<file path="config.mk">
export PLATFORM = sky130hd
export DESIGN_NAME = alu_seq_ctrl
export DESIGN_NICKNAME = d
export VERILOG_FILES = /design/src/rtl/alu_seq_ctrl.sv
export SDC_FILE = /design/constraint.sdc
export NUM_CORES = 1
export LEC_CHECK = 0
export BUFFER_PORTS_ARGS = -buffer_cell sky130_fd_sc_hd__buf_4
export CAP_MARGIN = 30
export CORE_UTILIZATION = 35
export DETAILED_ROUTE_END_ITERATION = 10
export HOLD_SLACK_MARGIN = 0.06
export SYNTH_ARGS = -nofsm -noshare
export SYNTH_HDL_FRONTEND = slang
export SYNTH_SLANG_ARGS = --single-unit
</file>
<file path="constraint.sdc">
create_clock -name clk -period 4.64 [get_ports clk]
set_input_delay 0.464 -clock clk [delete_from_list [all_inputs] [get_ports clk]]
set_output_delay 0.464 -clock clk [all_outputs]
set_load 0.02 [all_outputs]
</file>
<file path="src/rtl/alu_seq_ctrl.sv">
// Sequences one P -> I -> S control-law pass through the ALU, owning Accum and the result register.
// Optional single-step gating of P/I/S via the ALU_SEQ_STEP_EN macro.
module alu_seq_ctrl #(
  parameter int         MUL_CYC     = 2,
  parameter logic [2:0] SRC1_ACCUM  = 3'b000,
  parameter logic [2:0] SRC1_ERR    = 3'b010,
  parameter logic [2:0] SRC0_INTGRL = 3'b001,
  parameter logic [2:0] SRC0_ICOMP  = 3'b010,
  parameter logic [2:0] SRC0_PCOMP  = 3'b011
) (
  input  logic        clk,
  input  logic        rst_n,
  input  logic        go,
`ifdef ALU_SEQ_STEP_EN
  input  logic        step,
`endif
  input  logic [15:0] dst,
  output logic [2:0]  src1sel,
  output logic [2:0]  src0sel,
  output logic        multiply,
  output logic        saturate,
  output logic        mult2,
  output logic        mult4,
  output logic        sub,
  output logic [15:0] Accum,
  output logic [15:0] result,
  output logic        result_vld,
  output logic        busy
);

  typedef enum logic [2:0] {
    ST_IDLE,
    ST_P,
    ST_I,
    ST_S,
    ST_DONE
  } state_t;

  localparam logic [3:0] CNT_LAST = 4'(MUL_CYC - 1);

  state_t     state, state_nxt;
  logic [3:0] cnt, cnt_nxt;
  logic       cap;
  logic       adv;

  logic [2:0] src1sel_nxt, src0sel_nxt;
  logic       multiply_nxt, saturate_nxt, mult2_nxt, sub_nxt, busy_nxt, vld_nxt;

`ifdef ALU_SEQ_STEP_EN
  assign adv = step;
`else
  assign adv = 1'b1;
`endif

  always_ff @(posedge clk or negedge rst_n) begin
    if (!rst_n) begin
      state <= ST_IDLE;
      cnt   <= 4'd0;
    end else begin
      state <= state_nxt;
      cnt   <= cnt_nxt;
    end
  end

  // cap marks the edge on which a step finishes and dst must be latched.
  always_comb begin
    state_nxt = state;
    cnt_nxt   = 4'd0;
    cap       = 1'b0;
    case (state)
      ST_IDLE: begin
        if (go) state_nxt = ST_P;
      end
      ST_P: begin
        if (cnt == CNT_LAST) begin
          cnt_nxt = cnt;
          if (adv) begin
            state_nxt = ST_I;
            cnt_nxt   = 4'd0;
            cap       = 1'b1;
          end
        end else begin
          cnt_nxt = cnt + 4'd1;
        end
      end
      ST_I: begin
        if (adv) begin
          state_nxt = ST_S;
          cap       = 1'b1;
        end
      end
      ST_S: begin
        if (adv) begin
          state_nxt = ST_DONE;
          cap       = 1'b1;
        end
      end
      ST_DONE: begin
        state_nxt = go ? ST_P : ST_IDLE;
      end
      default: state_nxt = ST_IDLE;
    endcase
  end

  // Outputs are decoded from the next state so they register cleanly at step entry.
  always_comb begin
    src1sel_nxt  = 3'b000;
    src0sel_nxt  = 3'b000;
    multiply_nxt = 1'b0;
    saturate_nxt = 1'b0;
    mult2_nxt    = 1'b0;
    sub_nxt      = 1'b0;
    busy_nxt     = 1'b0;
    vld_nxt      = 1'b0;
    case (state_nxt)
      ST_P: begin
        src1sel_nxt  = SRC1_ERR;
        src0sel_nxt  = SRC0_PCOMP;
        multiply_nxt = 1'b1;
        busy_nxt     = 1'b1;
      end
      ST_I: begin
        src1sel_nxt  = SRC1_ACCUM;
        src0sel_nxt  = SRC0_INTGRL;
        saturate_nxt = 1'b1;
        mult2_nxt    = 1'b1;
        busy_nxt     = 1'b1;
      end
      ST_S: begin
        src1sel_nxt  = SRC1_ACCUM;
        src0sel_nxt  = SRC0_ICOMP;
        saturate_nxt = 1'b1;
        sub_nxt      = 1'b1;
        busy_nxt     = 1'b1;
      end
      ST_DONE: vld_nxt = 1'b1;
      default: ;
    endcase
  end

  always_ff @(posedge clk or negedge rst_n) begin
    if (!rst_n) begin
      src1sel    <= 3'b000;
      src0sel    <= 3'b000;
      multiply   <= 1'b0;
      saturate   <= 1'b0;
      mult2      <= 1'b0;
      mult4      <= 1'b0;
      sub        <= 1'b0;
      busy       <= 1'b0;
      result_vld <= 1'b0;
      Accum      <= 16'h0000;
      result     <= 16'h0000;
    end else begin
      src1sel    <= src1sel_nxt;
      src0sel    <= src0sel_nxt;
      multiply   <= multiply_nxt;
      saturate   <= saturate_nxt;
      mult2      <= mult2_nxt;
      mult4      <= 1'b0;
      sub        <= sub_nxt;
      busy       <= busy_nxt;
      result_vld <= vld_nxt;
      if (cap) Accum <= dst;
      if (cap && state == ST_S) result <= dst;
    end
  end

endmodule

</file>
## After elaboration in Yosys (flattened, before gate mapping)

Cells that the tools add are included.

| cells by class | value |
|---|---|
| div/mod/pow operators | 0 |
| muxes and demuxes | 16 |
| $add $sub $neg | 1 |
| bitwise gates (word level) | 0 |
| $mul | 0 |
| magnitude comparators | 0 |
| shifts and indexed selects | 0 |
| reductions and logical operators | 5 |
| equality and inequality tests | 9 |

Operators with widths:

| cell | number |
|---|---|
| $pmux W3 S5 | 1 |
| $eq A3 B2 Y1 const B | 4 |
| $mux W1 | 8 |
| $mux W4 | 2 |
| $eq A3 B1 Y1 const B | 2 |
| $eq A3 B3 Y1 const B | 2 |
| $mux W3 | 2 |
| $pmux W2 S3 | 1 |
| $add A4 B1 Y4 const B | 1 |
| $eq A4 B1 Y1 const B | 1 |
| $reduce_or A2 Y1 | 2 |
| $logic_not A3 Y1 | 1 |
| $reduce_or A3 Y1 | 1 |
| $mux W2 | 1 |
| $pmux W1 S2 | 1 |
| $logic_and A1 B1 Y1 | 1 |

| storage, ports and cells | value |
|---|---|
| ROM bits | 0 |
| logic and storage cells | 43 |
| flip-flop bits (word level) | 51 |
| memories kept | 0 |
| output and inout port bits | 45 |
| bits of input ports | 19 |
| RAM bits | 0 |
| latch bits | 0 |

## Depth between registers and ports, before layout

| depth | value |
|---|---|
| word-level depth | 6 |
| mapped depth | 6 |
| gate-level depth less buffers | 5 |

## Worst setup path after synthesis

Ideal clock, no wire load.

| path | value |
|---|---|
| path type | register to register |
| start | reg cnt[0] |
| end | reg Accum[10] |
| stages on the path, launching flop included | 6 |
| slack | 2.985 ns |
| arrival | 1.530 ns |
| period minus slack after synthesis | 1.655 ns |
| required time | 4.515 ns |
| path through | dfrtp_1 > ha_1 > and4bb_2 > o21ai_4 > buf_8 > mux2_2 |

| on the way | value |
|---|---|
| longest elaborated chain between the ends | 3 |

Ends and longest elaborated chain:

| what | line | source |
|---|---|---|
| start, declared | 42 | `logic [3:0] cnt, cnt_nxt;` |
| start signal, assigned | 61 | `cnt <= cnt_nxt;` |
| $eq A4 B1 Y1 | 75 | `if (cnt == CNT_LAST) begin` |
| $mux W1 | 75 |  |
| $pmux W1 S2 | 70 | `case (state)` |
| end signal, assigned | 164 | `if (cap) Accum <= dst;` |
| end, declared | 25 | `output logic [15:0] Accum,` |

Every way passes these cells.
A chain may end at the register's enable or synchronous reset.

## Final worst setup path

| path | value |
|---|---|
| start | reg cnt[0] |
| end | reg Accum[12] |

The elaborated chain is that of the path after synthesis.

==> tab_implementation.tex <==
\begin{tabular}{lr}
\hline
Metric & Value \\
\hline
\multicolumn{2}{l}{\textbf{STA}} \\
\quad Count of final hold-check violations & 0 \\
\quad Post-Route Hold Slack & roughly 0.17 ns \\
\quad Highest achievable clock rate & 535 MHz \\
\quad Setup repair after global routing missed its margin & false \\
\quad Headroom to the max-slew limit & 0.615 \\
\quad Min Clock Period, post-route & 1.87 ns \\
\quad Clock tree skew after final layout & 0.00415 ns \\
\quad Endpoints failing setup & 0 \\
\quad Final Max Tran Viols & 0 \\
\quad Final worst-path cycle share & 0.403 \\
\quad Setup\_tns & 0 ns \\
\quad Slew at the pin closest to its max-slew limit & 0.578 ns \\
\quad Final worst-path setup slack & about 2.8 ns \\
\multicolumn{2}{l}{\textbf{Placement}} \\
\quad Pre-CTS worst setup slack & 2.76 ns \\
\quad Placed instance area & between 2000 and 2500 µm² \\
\quad Routability-driven placement congestion ratio & 0.810 \\
\quad DP HPWL & 2.50 mm \\
\quad Count of buffers inserted at the top-level ports & 59 \\
\multicolumn{2}{l}{\textbf{Final layout}} \\
\quad Ant. Diodes & 0 \\
\quad Post-route cell area & 2380 µm² \\
\quad Layout cells sized above 1 & 0.551 \\
\quad Layout-stage area growth over the synthesis result & 30.5\% \\
\quad Final net count & 205 \\
\multicolumn{2}{l}{\textbf{Power}} \\
\quad Total power density per cell area & 767 nW/µm² \\
\quad Switching share of power & 0.374 \\
\quad Leakage power of the design & 0.00114 µW \\
\quad Part of the power in the clock network & 0.126 \\
\quad Internal portion of total power & 1150 µW \\
\quad Reported net switching power & 683 µW \\
\quad Combinational share of power & 0.484 \\
\quad Proportion of power drawn by flip-flops and latches & 0.390 \\
\quad Peak supply drop & 0.287 mV \\
\multicolumn{2}{l}{\textbf{Clocking}} \\
\quad PostCTS Resize Cnt & 0 \\
\quad Quantity of hold-fixing buffers added after cts & 0 \\
\quad Number of post-CTS setup repair buffers & 0 \\
\quad Skew-Pair Late Insertion Delay & 0.28 ns \\
\quad Max Buffers Root-to-Sink & 2 \\
\quad TritonCTS sink count & between 40 and 50 \\
\quad Worst-path clk slew & 0.08 ns \\
\quad Clock buffer count from CTS & 5 \\
\quad Deepest level of the CTS H-tree & 2 \\
\quad Root buffer cell & sky130\_fd\_sc\_hd\_\_clkbuf\_8 \\
\quad TritonCTS clock tree & built \\
\multicolumn{2}{l}{\textbf{Yosys}} \\
\quad Cells taking the most area after synthesis & sky130\_fd\_sc\_hd\_\_dfrtp\_1, sky130\_fd\_sc\_hd\_\_mux2\_2, sky130\_fd\_sc\_hd\_\_buf\_4 \\
\quad Synthesized cell area & 1830 µm² \\
\quad Portion of synthesized cell area occupied by the leading cell type & 0.643 \\
\quad Ys async rst share & 1.00 \\
\quad Synth unique cells & 27 \\
\quad Number of synthesized register bits & 47 \\
\quad Yosys top cell by area & sky130\_fd\_sc\_hd\_\_dfrtp\_1 \\
\quad Sequential cell area fraction in the yosys report & 0.643 \\
\quad Top post-synthesis cells by count & sky130\_fd\_sc\_hd\_\_dfrtp\_1, sky130\_fd\_sc\_hd\_\_mux2\_2, sky130\_fd\_sc\_hd\_\_buf\_4 \\
\quad Mean instance size in the synthesized netlist & between 10 and 15 µm² \\
\quad Post-synth top flop & sky130\_fd\_sc\_hd\_\_dfrtp\_1 \\
\quad Most frequent cell after synthesis & sky130\_fd\_sc\_hd\_\_dfrtp\_1 \\
\quad Yosys warning total & 0 \\
\quad Number of instances in the synthesized netlist & $\sim$120 \\
\quad Number of flops mapped to enable cells by yosys & 0 \\
\multicolumn{2}{l}{\textbf{Global routing}} \\
\quad First-pass GRT wire length & $\sim$5.4 mm \\
\quad GRT Util Overall & 0.131 \\
\quad Maximum number of pins on one net before global-route repair & 48 \\
\quad Vias in the first global route & 1172 \\
\quad Global route overflow & 0 \\
\quad Antenna violations before repair & 0 \\
\multicolumn{2}{l}{\textbf{Worst setup path}} \\
\quad Element type at the critical path start & flip-flop \\
\quad CP max FO & 16 \\
\quad Cell Chain, Critical Path & ha\_1, and4bb\_2, o21ai\_4, mux2\_2 \\
\quad Worst endpoint required time & 4.81 ns \\
\quad Critical path class & flip-flop to flip-flop \\
\quad Depth of the most critical reg-to-reg path & 4 \\
\quad Slowest-stage cell, CP & sky130\_fd\_sc\_hd\_\_o21ai\_4 \\
\quad Data arrival at the endpoint of the critical path & 2.04 ns \\
\quad Maximum single-stage delay on the critical path & 0.46 ns \\
\quad Critical Path Sink Type & flip-flop \\
\multicolumn{2}{l}{\textbf{Die}} \\
\quad Y dimension of the die & 74.3 µm \\
\quad Total I/O pin count & 64 \\
\quad Area of the core & 4880 µm² \\
\quad \# rows & 25 \\
\quad Initial core utilization & 0.375 \\
\quad Die Footprint & 5520 µm² \\
\quad Chip Width & about 74 µm \\
\multicolumn{2}{l}{\textbf{Detailed routing}} \\
\quad Detailed-router iteration count before antenna repair & 4 \\
\quad Final routed DRC violation total & 0 \\
\quad Count of nets left with antenna violations after detail routing & 0 \\
\quad DR vias/cell & between 4 and 5 \\
\quad Number of DRC violations after detailed-routing iteration 0 & 51 \\
\quad Wire length reported by the detailed router & 3.40 mm \\
\quad Final routed wire length divided by cell count & 13.5 µm \\
\quad Total via count after detailed routing & 1128 \\
\multicolumn{2}{l}{\textbf{Min path}} \\
\quad Path category of the worst min-delay check & input pin to async pin \\
\multicolumn{2}{l}{\textbf{Flow run}} \\
\quad Max\_cap viols & 0 \\
\multicolumn{2}{l}{\textbf{Status}} \\
\quad Result of the run & finished clean \\
\hline
\end{tabular}
[per-stage QoR]
stage,cells,total power [µW],util
after floorplan,126,1260,-
final,252,1830,0.489
after global routing,252,1940,0.489
after global placement,244,1590,0.472
after CTS,252,1860,0.489
after detailed placement,244,1620,0.472
[cells by family after synthesis]
group                      Yosys count  share of synthesized area
AOI/OAI and AO/OA                    7                     0.0253
xor gates and xnor gates             2                    0.00958
adders and majority gates            2                     0.0137
buffers and inverters               12                     0.0424
DFF                                 47                      0.643
muxes                               33                      0.203
other                                1                    0.00205
and+or+nand+nor                     19                     0.0609
[layout by cell type (no fill, tap or decap), types with 3 or more instances in the layout]
cell type	synthesis	layout
sky130_fd_sc_hd__buf_4	5	59
sky130_fd_sc_hd__dfrtp_1	47	47
sky130_fd_sc_hd__mux2_2	32	32
sky130_fd_sc_hd__clkbuf_8	0	5
sky130_fd_sc_hd__a21oi_1	4	4
sky130_fd_sc_hd__nor2_1	4	4
sky130_fd_sc_hd__conb_1	1	4
sky130_fd_sc_hd__inv_1	3	3
sky130_fd_sc_hd__nand2b_1	3	3
[metal layers]
metal | GRT usage | vias to the layer above | part of all wire
met1 | 0.146 | 562 | 0.37
met2 | 0.243 | 34 | 0.57
met3 | 0.0257 | 4 | 0.041
li1 | - | 528 | -
met5 | 0 | - | 0
met4 | 0.0566 | 0 | 0.012
[path summary, 6_finish.rpt]
kind | endpoint | slack (ns) | from
worst max-delay path | Accum[12]$_DFFE_PN0P_ | 2.77 | cnt[0]$_DFF_PN0_
worst min-delay path | result[1]$_DFFE_PN0P_ | 0.17 | rst_n
worst max register to register | Accum[12]$_DFFE_PN0P_ | 2.77 | cnt[0]$_DFF_PN0_
worst min register to register | cnt[0]$_DFF_PN0_ | 0.50 | cnt[0]$_DFF_PN0_
max in group asynchronous | busy$_DFF_PN0_ | 4.08 | rst_n
min in group clk | result[14]$_DFFE_PN0P_ | 0.41 | dst[14]
[registers in the layout, summed over array words and instances, names as in the netlist, 2 cells and up]
signal,count
result,16
Accum,16
state,3
src0sel,2
cnt,4
[area by class of cell]
class	instances	area [µm²]
Multi-Input combinational cell	67	586
Timing Repair Buffer	59	443
Tap cell	67	83.8
Fill cell	466	2490
Sequential cell	47	1180
Inverter	4	15.0
Clock buffer	7	76.3
Clock inverter	1	5.00
[power groups by stage]
stage | combinational [µW] | sequential, µW | clock (µW)
final | 886 | 713 | 230
after global routing | 949 | 741 | 251
after CTS | 900 | 717 | 238
after detailed placement | 900 | 723 | 0
after global placement | 879 | 713 | 0
after floorplan | 346 | 917 | 0
[critical path: cells and delay by family (launching register included)]
| family | cells | cell delay, ns |
|---|---|---|
| compound gates | 1 | 0.46 |
| fa+ha+maj | 1 | 0.23 |
| flops | 1 | 0.41 |
| mux | 1 | 0.40 |
| simple gates | 1 | 0.25 |
No activity file was read; power rests on OpenSTA's default activity.
